==> src/rtl/conv_window_gen_if.sv <==
// Window-generator bus: pixel stream in, 3x3 window plus start/done handshake out.
// Latency: none, wires only.
// Backpressure: pix_ready from the generator stalls the pixel source; ready_dot releases a window.
interface conv_window_gen_if #(
   parameter int DATA_W = 32
);
   logic [DATA_W-1:0] pix_in;
   logic              pix_valid;
   logic              pix_ready;
   logic [DATA_W-1:0] img_bit_0, img_bit_1, img_bit_2;
   logic [DATA_W-1:0] img_bit_3, img_bit_4, img_bit_5;
   logic [DATA_W-1:0] img_bit_6, img_bit_7, img_bit_8;
   logic              initate;
   logic              ready_dot;
   logic              frame_done;

   // master: the window generator itself
   modport master (
      input  pix_in, pix_valid, ready_dot,
      output pix_ready, initate, frame_done,
      output img_bit_0, img_bit_1, img_bit_2, img_bit_3, img_bit_4,
      output img_bit_5, img_bit_6, img_bit_7, img_bit_8
   );

   // slave: pixel source plus dot-product stage
   modport slave (
      output pix_in, pix_valid, ready_dot,
      input  pix_ready, initate, frame_done,
      input  img_bit_0, img_bit_1, img_bit_2, img_bit_3, img_bit_4,
      input  img_bit_5, img_bit_6, img_bit_7, img_bit_8
   );
endinterface

==> src/rtl/conv_window_gen.sv <==
// 3x3 sliding-window generator over a raster frame, two line buffers plus a column history.
// Latency: a window is on img_bit_* with initate high one cycle after its bottom-right pixel is accepted.
// Backpressure: pix_ready low while a window is outstanding; it is held until ready_dot (ignored on its first cycle).
module conv_window_gen #(
   parameter int DATA_W = 32,
   parameter int IMG_W  = 28,
   parameter int IMG_H  = 28
) (
   input  logic             clk,
   input  logic             rst,
   conv_window_gen_if.master win_if
);
   localparam int CW = $clog2(IMG_W);
   localparam int RW = $clog2(IMG_H + 1);

   typedef enum logic [1:0] {ACCEPT, BUSY, DONE} state_t;

   state_t                  state_q, state_d;
   logic [CW-1:0]           col_q, col_d;
   logic [RW-1:0]           row_q, row_d;
   logic                    first_q, first_d;   // first cycle of BUSY: ready_dot not trusted yet
   logic                    last_q, last_d;     // outstanding window is the last one of the frame
   logic [8:0][DATA_W-1:0]  win_q, win_d;       // presented window, row-major
   logic [2:0][DATA_W-1:0]  h1_q, h1_d;         // column c-1 of current row band, [0]=top
   logic [2:0][DATA_W-1:0]  h2_q, h2_d;         // column c-2 of current row band, [0]=top

   logic [DATA_W-1:0]       lb1 [IMG_W];        // pixels of row-1
   logic [DATA_W-1:0]       lb2 [IMG_W];        // pixels of row-2

   logic                    pix_ready;
   logic                    accept;
   logic                    col_wrap;
   logic                    win_ok;
   logic                    last_pix;
   logic [2:0][DATA_W-1:0]  new_col;

   assign pix_ready = (state_q == ACCEPT) && !rst;
   assign accept    = pix_ready && win_if.pix_valid;
   assign col_wrap  = (int'(col_q) == IMG_W - 1);
   assign win_ok    = (int'(row_q) >= 2) && (int'(col_q) >= 2);
   assign last_pix  = col_wrap && (int'(row_q) == IMG_H - 1);

   assign new_col[0] = lb2[col_q];
   assign new_col[1] = lb1[col_q];
   assign new_col[2] = win_if.pix_in;

   // Line buffers: age the column by one row and store the new pixel.
   always_ff @(posedge clk) begin
      if (accept) begin
         lb2[col_q] <= lb1[col_q];
         lb1[col_q] <= win_if.pix_in;
      end
   end

   // Next-state: pixel acceptance, window capture and window handshake.
   always_comb begin
      state_d = state_q;
      col_d   = col_q;
      row_d   = row_q;
      first_d = 1'b0;
      last_d  = last_q;
      win_d   = win_q;
      h1_d    = h1_q;
      h2_d    = h2_q;
      case (state_q)
         ACCEPT: begin
            if (accept) begin
               if (col_wrap) begin
                  // A new row starts with no horizontal history.
                  col_d = '0;
                  row_d = row_q + 1'b1;
                  h1_d  = '0;
                  h2_d  = '0;
               end else begin
                  col_d = col_q + 1'b1;
                  h1_d  = new_col;
                  h2_d  = h1_q;
               end
               if (win_ok) begin
                  for (int k = 0; k < 3; k++) begin
                     win_d[3*k]     = h2_q[k];
                     win_d[3*k + 1] = h1_q[k];
                     win_d[3*k + 2] = new_col[k];
                  end
                  state_d = BUSY;
                  first_d = 1'b1;
                  last_d  = last_pix;
               end
            end
         end
         BUSY: begin
            if (!first_q && win_if.ready_dot) begin
               state_d = last_q ? DONE : ACCEPT;
            end
         end
         DONE: begin
            state_d = ACCEPT;
            col_d   = '0;
            row_d   = '0;
         end
         default: state_d = ACCEPT;
      endcase
   end

   // State registers with asynchronous reset to the start-of-frame state.
   always_ff @(posedge clk or posedge rst) begin
      if (rst) begin
         state_q <= ACCEPT;
         col_q   <= '0;
         row_q   <= '0;
         first_q <= 1'b0;
         last_q  <= 1'b0;
         win_q   <= '0;
         h1_q    <= '0;
         h2_q    <= '0;
      end else begin
         state_q <= state_d;
         col_q   <= col_d;
         row_q   <= row_d;
         first_q <= first_d;
         last_q  <= last_d;
         win_q   <= win_d;
         h1_q    <= h1_d;
         h2_q    <= h2_d;
      end
   end

   assign win_if.pix_ready  = pix_ready;
   assign win_if.initate    = (state_q == BUSY);
   assign win_if.frame_done = (state_q == DONE);
   assign win_if.img_bit_0  = win_q[0];
   assign win_if.img_bit_1  = win_q[1];
   assign win_if.img_bit_2  = win_q[2];
   assign win_if.img_bit_3  = win_q[3];
   assign win_if.img_bit_4  = win_q[4];
   assign win_if.img_bit_5  = win_q[5];
   assign win_if.img_bit_6  = win_q[6];
   assign win_if.img_bit_7  = win_q[7];
   assign win_if.img_bit_8  = win_q[8];
endmodule

==> src/flat_wrapper.sv <==
// flat-port wrapper written by rule: the top's interface ports become plain ports
module conv_window_gen_flat 
#(
   parameter int DATA_W = 32,
   parameter int IMG_W  = 28,
   parameter int IMG_H  = 28
)
  (clk, rst, win_if_pix_in, win_if_pix_valid, win_if_ready_dot, win_if_pix_ready, win_if_initate, win_if_frame_done, win_if_img_bit_0, win_if_img_bit_1, win_if_img_bit_2, win_if_img_bit_3, win_if_img_bit_4, win_if_img_bit_5, win_if_img_bit_6, win_if_img_bit_7, win_if_img_bit_8);
  conv_window_gen_if #(.DATA_W(DATA_W)) win_if_i ();
  input  logic clk;
  input  logic rst;
  input wire logic [$bits(win_if_i.pix_in)-1:0] win_if_pix_in;
  input wire logic [$bits(win_if_i.pix_valid)-1:0] win_if_pix_valid;
  input wire logic [$bits(win_if_i.ready_dot)-1:0] win_if_ready_dot;
  output wire logic [$bits(win_if_i.pix_ready)-1:0] win_if_pix_ready;
  output wire logic [$bits(win_if_i.initate)-1:0] win_if_initate;
  output wire logic [$bits(win_if_i.frame_done)-1:0] win_if_frame_done;
  output wire logic [$bits(win_if_i.img_bit_0)-1:0] win_if_img_bit_0;
  output wire logic [$bits(win_if_i.img_bit_1)-1:0] win_if_img_bit_1;
  output wire logic [$bits(win_if_i.img_bit_2)-1:0] win_if_img_bit_2;
  output wire logic [$bits(win_if_i.img_bit_3)-1:0] win_if_img_bit_3;
  output wire logic [$bits(win_if_i.img_bit_4)-1:0] win_if_img_bit_4;
  output wire logic [$bits(win_if_i.img_bit_5)-1:0] win_if_img_bit_5;
  output wire logic [$bits(win_if_i.img_bit_6)-1:0] win_if_img_bit_6;
  output wire logic [$bits(win_if_i.img_bit_7)-1:0] win_if_img_bit_7;
  output wire logic [$bits(win_if_i.img_bit_8)-1:0] win_if_img_bit_8;
  assign win_if_i.pix_in = win_if_pix_in;
  assign win_if_i.pix_valid = win_if_pix_valid;
  assign win_if_i.ready_dot = win_if_ready_dot;
  assign win_if_pix_ready = win_if_i.pix_ready;
  assign win_if_initate = win_if_i.initate;
  assign win_if_frame_done = win_if_i.frame_done;
  assign win_if_img_bit_0 = win_if_i.img_bit_0;
  assign win_if_img_bit_1 = win_if_i.img_bit_1;
  assign win_if_img_bit_2 = win_if_i.img_bit_2;
  assign win_if_img_bit_3 = win_if_i.img_bit_3;
  assign win_if_img_bit_4 = win_if_i.img_bit_4;
  assign win_if_img_bit_5 = win_if_i.img_bit_5;
  assign win_if_img_bit_6 = win_if_i.img_bit_6;
  assign win_if_img_bit_7 = win_if_i.img_bit_7;
  assign win_if_img_bit_8 = win_if_i.img_bit_8;
  conv_window_gen #(.DATA_W(DATA_W), .IMG_W(IMG_W), .IMG_H(IMG_H)) u_core (.clk(clk), .rst(rst), .win_if(win_if_i));
endmodule
==> config.mk <==
export PLATFORM = sky130hd
export DESIGN_NAME = conv_window_gen_flat
export DESIGN_NICKNAME = d
export VERILOG_FILES = /design/src/rtl/conv_window_gen_if.sv /design/src/rtl/conv_window_gen.sv /design/src/flat_wrapper.sv
export SDC_FILE = /design/constraint.sdc
export NUM_CORES = 2
export LEC_CHECK = 0
export CAP_MARGIN = 20
export CORE_AREA = 2 2 443 445
export CTS_BUF_LIST = sky130_fd_sc_hd__clkbuf_8
export DETAILED_ROUTE_END_ITERATION = 7
export DIE_AREA = 0 0 445 447
export PLACE_DENSITY = 0.62
export SETUP_SLACK_MARGIN = 0.1
export SLEW_MARGIN = 20
export SYNTH_ARGS = -nofsm -noshare
export SYNTH_HDL_FRONTEND = slang
export SYNTH_SLANG_ARGS = --single-unit
export TNS_END_PERCENT = 30
==> constraint.sdc <==
create_clock -name clk -period 23.8 [get_ports clk]
set_input_delay 4.76 -clock clk [delete_from_list [all_inputs] [get_ports clk]]
set_output_delay 4.76 -clock clk [all_outputs]
set_load 0.03 [all_outputs]
* Word level (Yosys, flattened, before mapping)
Memories as Yosys holds them, arrays and structs flattened.
Cells that the tools add are included.
** Operators by class
- Reduce and logical (&&, ||, !) cells :: 14
- Mux-type cells :: 18
- Magnitude comparators :: 2
- Add/subtract/negate cells :: 2
- Equality and inequality tests :: 8
** Operator list (count)
- 96-bit 2-to-1 mux :: 2
- 5-bit 2-to-1 mux :: 4
- 5-bit one-hot mux with 2 select lines :: 2
- 5-bit by 1-bit adder with 5-bit output (second input constant) :: 2
- 5-bit by 4-bit == test with 1-bit output (second input constant) :: 2
- 5-bit by 2-bit >= comparator with 1-bit output (second input constant) :: 2
- 3-bit AND reduction :: 3
- 2-bit 2-to-1 mux :: 4
- 2-bit by 1-bit inequality test with 1-bit output (second input constant) :: 4
- 1-bit logical AND :: 5
- 1-bit 2-to-1 mux :: 5
- 2-bit one-hot mux with 2 select lines :: 1
- 2-bit AND reduction :: 2
- 2-bit by 1-bit == test with 1-bit output (second input constant) :: 1
- 2-bit == test (second input constant) :: 1
- 1-bit logical NOT :: 2
- 2-bit logical NOT :: 1
- 2-bit nonzero test :: 1
** Storage, ports and cells
- Register bits after elaboration :: 494
- Memories kept :: 2
- Memory bits (writable) :: 1792
- Output and inout port bits :: 291
** Memories
- u_core.lb1 :: depth 28, width 32, rd ports 1, clocked after Yosys merged registers in 0, write ports 1, line conv_window_gen.sv:27 : logic [DATA_W-1:0] lb1 [IMG_W];
- u_core.lb2 :: depth 28, width 32, rd ports 1, clocked after Yosys merged registers in 0, write ports 1, line conv_window_gen.sv:28 : logic [DATA_W-1:0] lb2 [IMG_W];

* Depth between registers and ports, before layout
- Word-level depth :: 5
- Mapped depth :: 11

* Worst setup path before layout
No wires, ideal clock.
- Kind :: input-to-reg
- Start point :: input port rst
- End point :: memory u_core.lb1[24][0] (enable)
- Arrival :: 9.992 ns
- Setup slack :: 13.243 ns
- Setup time :: 0.565 ns
- Buffers on the path :: 1
- Stages on the path :: 4
- Cells stage by stage :: nor4b_2 > clkbuf_1 > nand2_1 > nor3_1
** Between the ends
- Longest elaborated chain between the ends :: 5
** Ends and longest elaborated chain
- start, declared :: line flat_wrapper.sv:11 : input logic rst;
- 1-bit logical NOT :: line conv_window_gen.sv:37 : assign pix_ready = (state_q == ACCEPT) && !rst;
- 1-bit logical AND :: line conv_window_gen.sv:37
- 1-bit logical AND :: line conv_window_gen.sv:38 : assign accept = pix_ready && win_if.pix_valid;
- 1-bit 2-to-1 mux :: line conv_window_gen.sv:49 : if (accept) begin
- 1-bit 2-to-1 mux (implied by the code) :: line conv_window_gen.sv:51 : lb1[col_q] <= win_if.pix_in;
- end, declared :: line conv_window_gen.sv:27
No other way between the ends.

* Worst setup path after layout
- Start point :: input port rst
- End point :: output port win_if_pix_ready
** Between the ends
- Longest elaborated chain between the ends :: 2
** Ends and longest elaborated chain
- 1-bit logical NOT :: line conv_window_gen.sv:37
- 1-bit logical AND :: line conv_window_gen.sv:37
- end, declared :: line flat_wrapper.sv:15 : output wire logic [$bits(win_if_i.pix_ready)-1:0] win_if_pix_ready;
No other way between the ends.

==> flow_summary.yaml <==
status:
  outcome: "completed"
finish:
  drive_gt1_share_pct: 15.4
  design_area_sq_um: 100000
  nNetsFinal: 5478
  utilization_pct: 51.7
  syn_to_final_growth_pct: 15.4
  nFillCells: 15900
placed_design:
  place.gp.congestion: 0.795
  hpwlAfterDp_um: 132000
  portBuffers: 326
  place_area_sq_um: 93400
setup_path:
  max_stage_delay_ns: 0.70
  crit_path_top_delay_cell: "clkdlybuf4s50_1"
  cp_max_fo: 4
  cp.arrival_ns: 6.27
  reg2reg_slack_ns: 18.29
  reg2regPathDepth: 8
  crit_family: "buffers and inverters"
  crit_chain: "clkdlybuf4s50_1 -> nor3_1 -> clkdlybuf4s50_1"
  crit_buf_inv: 2
  path_depth: 3
  critPathKind: "input port to output pin"
  cp.required_ns: 19.04
  crit_path_start_kind: "input port"
  endpoint_kind: "output pin"
  cp_common_cell: "clkdlybuf4s50_1"
routing:
  postRouteAntennaNets: 0
  drt_iter0_drc: 5603
  viasPerCell: 5.79
  firstDrtPassIters: 5
  vias: 47900
  routed_wl_um: 236000
  drcViolationCount: 0
  post_drt_wl_per_cell_um: 28.6
logic_synthesis:
  synth_seq_area_share_pct: 76.1
  synthCells: 4858
  synth_top_area_cell: "edfxtp_1"
  async_reset_ff_share_pct: 21.6
  netlist_area_sq_um: 87000
  ys_top_cells_by_area: "edfxtp_1, dfrtp_1, mux2i_1"
  muxShareOfSynthArea_pct: 14.3
  synth_xor_area_share_pct: 0.0101
  yosysUniqueCellTypes: 57
  synthSimpleGateAreaFrac_pct: 3.65
  synth_top_family_by_area: "multiplexers"
  synth_edf_count: 1792
  yosysWarnings: 0
  ys_ff_latch: 2286
  synthesis.nets: 4900
  synth_compound_area_share_pct: 3.92
  syn_area_per_cell_sq_um: 17.9
  ys.flop_type: "edfxtp_1"
  synth_fa_ha_area_share_pct: 0.0863
  synth_top_area_share_pct: 61.9
clock_tree:
  cts_made_buffers: 385
  path_clk_slew_ns: 0.06
  clk_latency_ns: 1.11
  cts_tree: "done"
  cts_max_level: 5
  clk_path_buf_depth: 4
  cts_hold_buf: 0
  cts_sinks: 2286
  cts_resized: 0
  root_buffer: "clkbuf_8"
  post-cts-setup-buffers: 0
sta:
  layout_worst_path_cycle_share_pct: 46.3
  tightest_slew_ns: 1.35
  setup_violations: 0
  slew_violations: 0
  finalHoldViolations: 0
  fin_setup_tns_ns: 0
  rsz0062_at_grt: "no"
  fmax_ghz: 0.0907
  layout_min_cycle_time_ns: 11.03
  max_slew_margin_pct: 9.13
  fin_skew_ns: 0.120
die:
  fp.dieW_um: 445
  die_h_um: 447
  num_rows: 162
  coreArea_sq_um: 194000
  dieArea_sq_um: 199000
  io_pins: 327
  start_util_pct: 44.8
pwr:
  seq_power_share_pct: 43.1
  p_leak_nw: 36.2
  p_comb_share_pct: 33.0
  p_per_area_nw_per_um2: 134
  clkPwrFrac_pct: 23.9
  p_total_mw: 13.4
  internal_power_mw: 8.57
  ir_drop_v: 0.000118
  p_sw_mw: 4.84
  power.share.switching_pct: 36.1
global_route:
  track_usage_pct: 23.4
  grt_pass1_wl_um: 336000
  grt_max_degree: 184
  overflow: 0
  first_global_vias: 47000
  antenna_found_initial: 21
min_path:
  hold_path.class: "register to register"
  min_path_cells: 2
flow_run:
  maxCapViolations: 0
[cell families (layout without fill, tap and decap cells)]
group	count (synthesis)	count (layout)
simple gates	681	681
flops	2286	2286
xor+xnor	1	1
buf+inv	290	1148
compound gates	517	517
fa+ha+maj	6	6
other cells	0	6
mux	1077	1077
[power by group through the flow]
| stage | sequential (mW) | combinational, mW | clock [mW] |
|---|---|---|---|
| floorplan | 6.17 | 2.11 | 0 |
| global placement | 5.84 | 4.34 | 0 |
| detailed placement | 5.86 | 4.41 | 0 |
| CTS | 5.78 | 4.42 | 3.27 |
| global route | 5.83 | 4.65 | 3.45 |
| finish | 5.78 | 4.42 | 3.21 |
[synth_stat cells (3+ instances only)]
| cell type | count |
|---|---|
| edfxtp_1 | 1792 |
| mux2i_1 | 689 |
| dfrtp_1 | 494 |
| o22ai_1 | 335 |
| nand2_1 | 331 |
| mux2_1 | 202 |
| nand3_1 | 164 |
| buf_2 | 124 |
| mux4_2 | 104 |
| clkbuf_1 | 88 |
| mux2_2 | 77 |
| nor2_1 | 73 |
| nor4_1 | 50 |
| buf_6 | 49 |
| a211oi_1 | 40 |
| a22o_1 | 40 |
| o21ai_0 | 26 |
| a22oi_1 | 25 |
| a21oi_1 | 24 |
| buf_4 | 20 |
| o21a_1 | 16 |
| nor3_1 | 9 |
| inv_1 | 8 |
| and3_1 | 6 |
| ha_1 | 6 |
| mux2_4 | 5 |
| nand2b_1 | 5 |
| nand4bb_1 | 5 |
| nor2b_1 | 4 |
| nor4_2 | 4 |
| o22a_1 | 4 |
| or4b_1 | 4 |
| nand3b_1 | 3 |
[final timing paths]
kind | from | endpoint
worst max-delay path | rst | win_if_pix_ready
worst max register to register | u_core.col_q[1] | u_core.win_if.img_bit_5[8]
worst min register to register | u_core.h2_q[0] | u_core.h2_q[0]
min in group asynchronous | rst | u_core.win_if.img_bit_4[22]
worst min-delay path | u_core.h2_q[0] | u_core.h2_q[0]
max in group asynchronous | rst | u_core.win_if.img_bit_2[9]
[layout by cell type, fill, tap and decap left out, types with 6 or more instances in the layout]
cell type	netlist	final
nand3_1	164	158
mux4_2	104	104
clkinv_2	0	31
a211oi_1	40	40
nand2_1	331	329
ha_1	6	6
clkbuf_8	0	421
nor2_1	73	50
buf_4	20	135
o21a_1	16	16
bufinv_16	0	6
inv_1	8	143
o22ai_1	335	335
a22o_1	40	40
nor2_4	1	22
and3_1	6	6
mux2_2	77	77
clkinv_1	0	60
a22oi_1	25	25
clkinvlp_4	0	7
nor4_1	50	50
buf_12	0	7
dfrtp_1	494	490
mux2i_1	689	689
a21oi_1	24	24
o21ai_0	26	26
diode_2	0	6
mux2_1	202	202
nor3_2	1	8
nand3_2	2	8
edfxtp_1	1792	1792
clkdlybuf4s50_1	0	322
[through the flow]
step | hold WS (ns) | setup WS [ns] | instances
2_1_floorplan | 0.435 | 5.25 | 4858
5_1_grt | 0.485 | 12.72 | 8262
3_5_place_dp | 0.452 | 12.75 | 7591
6_report | 0.459 | 12.77 | 8264
3_3_place_gp | 0.448 | 12.74 | 7587
4_1_cts | 0.465 | 12.74 | 8258
[registers in the layout (all words and copies together) (netlist names), 96 cells and up]
name	flops
u_core.h1_q	96
u_core.h2_q	96
u_core.lb1	896
u_core.lb2	896
[cell type report]
class / count / area [sq um] / area share (%)
flip-flops and latches: 2286 / 66200 / 65.9
multi-input cells: 2282 / 19500 / 19.4
clock buffers: 421 / 5790 / 5.77
repair buffers: 473 / 4500 / 4.49
well taps: 2542 / 3180 / 3.17
clock inverters: 246 / 1170 / 1.17
inverters: 8 / 40.0 / 0.0399
diodes: 6 / 15.0 / 0.0150
[tightest hold or removal path, cell delays in order, from the launching register on]
cell     delay, ns
dfrtp_1       0.34
nand2_1       0.05
nand2_1       0.04
[per-layer routing]
metal  up-vias  global-route usage (%)  wire (um)
met2      2252                    35.8     107000
met4         4                    6.17       4860
li1      20300                       -          -
met5         -                       0         39
met1     25000                    34.5     104000
met3       376                    4.56      20800
Power figures use the tool's default switching activity.
